==> src/rtl/riva_utils_pkg.sv <==
// Shared arbitration helpers: FSM state encoding and a wrapping index increment
// that also handles non-power-of-2 requester counts.
package riva_utils_pkg;

    typedef enum logic {
        ARB  = 1'b0,
        HOLD = 1'b1
    } arb_state_e;

    // Explicit compare so NUM_REQ need not be a power of 2.
    function automatic int unsigned rr_inc(input int unsigned idx, input int unsigned n);
        return (idx == n - 1) ? 0 : idx + 1;
    endfunction

endpackage

==> src/rtl/stream_rr_arbiter_rr_pick.sv <==
// Rotating-priority encoder: first asserted request at or after ptr_i, with wrap.
// Purely combinational so other arbiters can reuse it.
module rr_pick #(
    parameter  int NUM_REQ = 4,
    localparam int IDX_W   = $clog2(NUM_REQ)
) (
    input  logic [NUM_REQ-1:0] req_i,
    input  logic [IDX_W-1:0]   ptr_i,
    output logic [IDX_W-1:0]   idx_o,
    output logic               any_o
);

    int               cand;
    logic [IDX_W-1:0] cand_idx;

    always_comb begin
        idx_o    = ptr_i;
        any_o    = 1'b0;
        cand     = 0;
        cand_idx = '0;
        for (int k = 0; k < NUM_REQ; k++) begin
            cand = int'(ptr_i) + k;
            if (cand >= NUM_REQ) begin
                cand = cand - NUM_REQ;
            end
            cand_idx = IDX_W'(cand);
            if (!any_o && req_i[cand_idx]) begin
                idx_o = cand_idx;
                any_o = 1'b1;
            end
        end
    end

endmodule

==> src/rtl/stream_rr_arbiter.sv <==
// Burst-granting round-robin arbiter sharing one ready/valid sink among NUM_REQ
// requesters. Zero-latency combinational payload path; state is only the grant FSM.
module stream_rr_arbiter
    import riva_utils_pkg::*;
#(
    parameter  type T       = logic,
    parameter  int  NUM_REQ = 4,
    parameter  bit  LOCK_EN = 1'b1,
    localparam int  IDX_W   = $clog2(NUM_REQ)
) (
    input  logic               clk_i,
    input  logic               rst_ni,
    input  logic [NUM_REQ-1:0] req_valid_i,
    output logic [NUM_REQ-1:0] req_ready_o,
    input  T                   req_bits_i [NUM_REQ],
    input  logic [NUM_REQ-1:0] req_last_i,
    output logic               out_valid_o,
    input  logic               out_ready_i,
    output T                   out_bits_o,
    output logic               out_last_o,
    output logic [IDX_W-1:0]   out_idx_o
);

    arb_state_e       state_q, state_d;
    logic [IDX_W-1:0] rr_ptr_q, rr_ptr_d;
    logic [IDX_W-1:0] hold_idx_q, hold_idx_d;

    logic [IDX_W-1:0] pick_idx;
    logic             pick_any;
    logic [IDX_W-1:0] sel;
    logic             fire;

    rr_pick #(
        .NUM_REQ (NUM_REQ)
    ) u_pick (
        .req_i (req_valid_i),
        .ptr_i (rr_ptr_q),
        .idx_o (pick_idx),
        .any_o (pick_any)
    );

    // sel depends only on valids and registered state, never on out_ready_i.
    assign sel = (state_q == HOLD) ? hold_idx_q : pick_idx;

    assign out_valid_o = req_valid_i[sel];
    assign out_bits_o  = req_bits_i[sel];
    assign out_last_o  = req_last_i[sel] | !LOCK_EN;
    assign out_idx_o   = sel;
    assign fire        = out_valid_o && out_ready_i;

    for (genvar gi = 0; gi < NUM_REQ; gi++) begin : g_ready
        assign req_ready_o[gi] = out_ready_i && (sel == IDX_W'(gi));
    end

    always_comb begin
        state_d    = state_q;
        rr_ptr_d   = rr_ptr_q;
        hold_idx_d = hold_idx_q;
        unique case (state_q)
            ARB: begin
                if (pick_any) begin
                    if (fire && out_last_o) begin
                        rr_ptr_d = IDX_W'(rr_inc(32'(sel), NUM_REQ));
                    end else begin
                        // Stalled beat or accepted non-last beat: pin the grant.
                        state_d    = HOLD;
                        hold_idx_d = sel;
                    end
                end
            end
            HOLD: begin
                if (fire && out_last_o) begin
                    state_d  = ARB;
                    rr_ptr_d = IDX_W'(rr_inc(32'(hold_idx_q), NUM_REQ));
                end
            end
            default: state_d = ARB;
        endcase
    end

    always_ff @(posedge clk_i or negedge rst_ni) begin
        if (!rst_ni) begin
            state_q    <= ARB;
            rr_ptr_q   <= '0;
            hold_idx_q <= '0;
        end else begin
            state_q    <= state_d;
            rr_ptr_q   <= rr_ptr_d;
            hold_idx_q <= hold_idx_d;
        end
    end

endmodule

==> config.mk <==
export PLATFORM = sky130hd
export DESIGN_NAME = stream_rr_arbiter
export DESIGN_NICKNAME = d
export VERILOG_FILES = /design/src/rtl/riva_utils_pkg.sv /design/src/rtl/stream_rr_arbiter_rr_pick.sv /design/src/rtl/stream_rr_arbiter.sv
export SDC_FILE = /design/constraint.sdc
export NUM_CORES = 1
export LEC_CHECK = 0
export ABC_AREA = 1
export ABC_CLOCK_PERIOD_IN_PS = 2500
export CAP_MARGIN = 20
export CORE_MARGIN = 10
export CORE_UTILIZATION = 47
export CTS_CLUSTER_DIAMETER = 150
export DETAILED_ROUTE_END_ITERATION = 10
export GPL_TIMING_DRIVEN = 1
export PLACE_DENSITY = 0.78
export SLEW_MARGIN = 20
export SYNTH_ARGS = -nofsm -noshare
export SYNTH_HDL_FRONTEND = slang
export SYNTH_SLANG_ARGS = --single-unit
==> constraint.sdc <==
create_clock -name clk_i -period 2.5 [get_ports clk_i]
set_input_delay 0.375 -clock clk_i [delete_from_list [all_inputs] [get_ports clk_i]]
set_output_delay 0.375 -clock clk_i [all_outputs]
set_load 0.01 [all_outputs]
==> results.toml <==
[setup_path]
worstReg2RegEnd = "hold_idx_q[0]"
critPathCaptureType = "output pin"
worst-path-stages = 15
crit_required_ps = 2120
crit_fanout = 7
reg2regPathDepth = 19
ff2ff_setup_slack_ps = 60
crit_type = "reg -> out"
cp-start-kind = "flip-flop"
cp-endpoint = "req_ready_o[2]"
max_stage_delay_ps = 470
critPathSlowestCell = "dfrtp_2"
crit_family = "simple AND/OR/NAND/NOR gates"
reg2reg_from = "rr_ptr_q[0]"
worstPathCellList = "buf_6 -> nand2_1 -> nand2_2 -> nand2_2 -> nand2_4 -> nor2_4 -> nand2_1 -> nand2_1 -> nand3_4 -> a21oi_4 -> buf_6 -> ha_4 -> nand2_2 -> inv_2 -> buf_6"
critPathBufInv = 4
cp-startpoint = "rr_ptr_q[0]"
cp.arrival_ps = 2320

[placement]
place_congestion = 0.861
dp_hpwl_um = 2020
place_inst = 205
placed_area_um2 = 1240
io_buffers = 23

[synthesis]
syn_inst = 140
yosys_warnings = 0
synth_area_per_cell_um2 = 5.98
synth-seq-area-share_pct = 14.9
synth_seq_cells = 5
ys_types = 24
synth_area_um2 = 837
synth_nets = 160

[finish]
n_fill_cell = 101
fin_area_um2 = 1440
layout_common_cells = "nand2_1 (49), buf_4 (24), nand2_2 (20), nand3_1 (14), inv_1 (13)"
area_growth_pct = 71.5
drive_gt1_share_pct = 44.8
num-nets-final = 215
mostFrequentLayoutCell = "nand2_1"
antenna_cells = 0
instances_no_fill = 219

[floorplan]
dieWidth_um = 62.2
initial_core_util_pct = 49.0
num_rows = 15
dieHeight_um = 62.2
ios = 24
core-area_um2 = 1710
dieArea_um2 = 3870

[detailed_routing]
detail-route-antenna-nets = 0
vias_per_cell = 5.19
dr_total_vias = 1136
avgRoutedWirePerCell_um = 14.4
drt_first_pass_iters = 4
drc = 0
wl_um = 3160
dr.first_iter.drc_count = 39

[power_and_ir_drop]
p_switching_mw = 1.24
power_density_nw_per_um2 = 1680
vdd_drop_max_uv = 1130
intPower_mw = 1.18
swShare_pct = 51.3
p_leak_nw = 0.797
power.share.clock_pct = 3.7
seq_power_share_pct = 7.7
pwr-share-comb_pct = 88.6

[sta]
slew_headroom_pct = 81.4
hold_viol_final = 0
fmax_ghz = 0.371
report.final.slew_viol_count = 0
fin_crit_ps = 2690
finClkSkew_ps = 0.711
setup_violations = 8
worst_pin_slew_ps = 277
setup_ws_ps = -192
timing.final.crit_share_pct = 108
rsz0062_at_grt = "yes"

[run_status]
status = "complete, but fails checks"
violations = "setup timing"

[clock_tree]
cts_hold_buffers = 0
clock_sinks = 5
htreeDepth = 1
cts_buffer_depth = 2
root_buffer = "clkbuf_4"
worst_skew_pair.late_latency_ps = 240
cts_buffers = 3
cts_tree = "yes"
clkTransAtPathRegs_ps = 40

[global_route]
grt_use_total_pct = 12.2
grt-ovfl-total = 0
antenna_found_initial = 0
grt_pass1_wl_um = 4030
grt_pass1_vias = 915
grt_max_degree = 9

[min_path]
hp-class = "in -> async"

[run]
cap_violations = 0
-- worst register-to-register path, delay by kind of cell (launching register included) --
family | cells | cell delay [ps]
DFF | 1 | 470
and+or+nand+nor | 16 | 1450
buffers and inverters | 3 | 440
-- final cells by class --
| type | count | area (µm²) | area share [%] |
|---|---|---|---|
| tap | 25 | 31.3 | 2.18 |
| timing repair buffer | 53 | 472 | 32.9 |
| inverter | 19 | 78.8 | 5.49 |
| sequential | 5 | 128 | 8.89 |
| clock buffer | 3 | 22.5 | 1.57 |
| clock inverter | 1 | 5.00 | 0.349 |
| multi-input combinational | 113 | 698 | 48.6 |
-- worst min path at each step --
stage / startpoint / endpoint / cells after the start
after CTS: rst_ni / hold_idx_q[0] / 1
after global routing: rst_ni / hold_idx_q[0] / 1
after detailed placement: hold_idx_q[1] / hold_idx_q[1] / 2
after global placement: hold_idx_q[0] / hold_idx_q[0] / 2
final: rst_ni / hold_idx_q[0] / 1
after floorplan: rst_ni / hold_idx_q[0] / 0
-- state kept, by name, indices dropped and copies added, names as in the netlist --
name	flops
rr_ptr_q	2
hold_idx_q	2
state_q	1
-- metal layers --
metal | global-route usage (%) | share of wire, % | up-vias | routed length (µm)
met5 | 0 | 0 | - | 0
met4 | 5.14 | 5.9 | 0 | 186
met3 | 0.538 | 4.1 | 20 | 131
met2 | 22.8 | 53 | 52 | 1690
met1 | 13.8 | 37 | 518 | 1160
li1 | - | - | 546 | -
-- cell families after synthesis --
family,after synthesis,synth area share (%)
and+or+nand+nor,100,58.1
buffers and inverters,22,11.5
AOI/OAI and AO/OA,7,6.73
adders and majority gates,5,7.47
DFF,5,14.9
muxes,1,1.20
-- repair_timing --
action,4_1_cts,5_1_grt
resized for setup,42,30
pin swaps,6,20
buffers inserted,4,6
endpoints found under the setup margin,9,9
-- through the flow --
| step | TNS, ps | total power [mW] | hold slack (ps) | util (%) | worst slack (ps) |
|---|---|---|---|---|---|
| 3_3_place_gp | -3480 | 1.81 | 483 | 72.5 | -453 |
| 2_1_floorplan | 0 | 1.17 | 79.4 | - | 337 |
| 6_report | -948 | 2.41 | 350 | 84.0 | -192 |
| 4_1_cts | -140 | 1.98 | 345 | 75.3 | -83.5 |
| 3_5_place_dp | -3840 | 1.85 | 503 | 72.5 | -506 |
| 5_1_grt | -2060 | 2.58 | 349 | 84.0 | -291 |
-- synthesized netlist by cell type (all sizes together) --
cell    count  area (µm²)
nor2        4        22.5
inv        19        73.8
or2         1        6.26
mux2i       1        10.0
nand4       2        12.5
ha          5        62.6
buf         2        18.8
a21oi       2        21.3
nand3      19         108
dfrtp       5         125
a32oi       1        8.76
clkbuf      1        3.75
nand2      74         338
o21a        1        7.51
o21ai       3        18.8
-- power groups by stage --
| stage | clock network, mW | logic, mW | registers [mW] |
|---|---|---|---|
| after CTS | 0.0953 | 1.71 | 0.178 |
| final | 0.0895 | 2.14 | 0.185 |
| after floorplan | 0 | 1.02 | 0.146 |
| after global placement | 0 | 1.64 | 0.171 |
| after detailed placement | 0 | 1.67 | 0.175 |
| after global routing | 0.0971 | 2.29 | 0.191 |
Note: power is estimated with default switching activity, not from simulation.
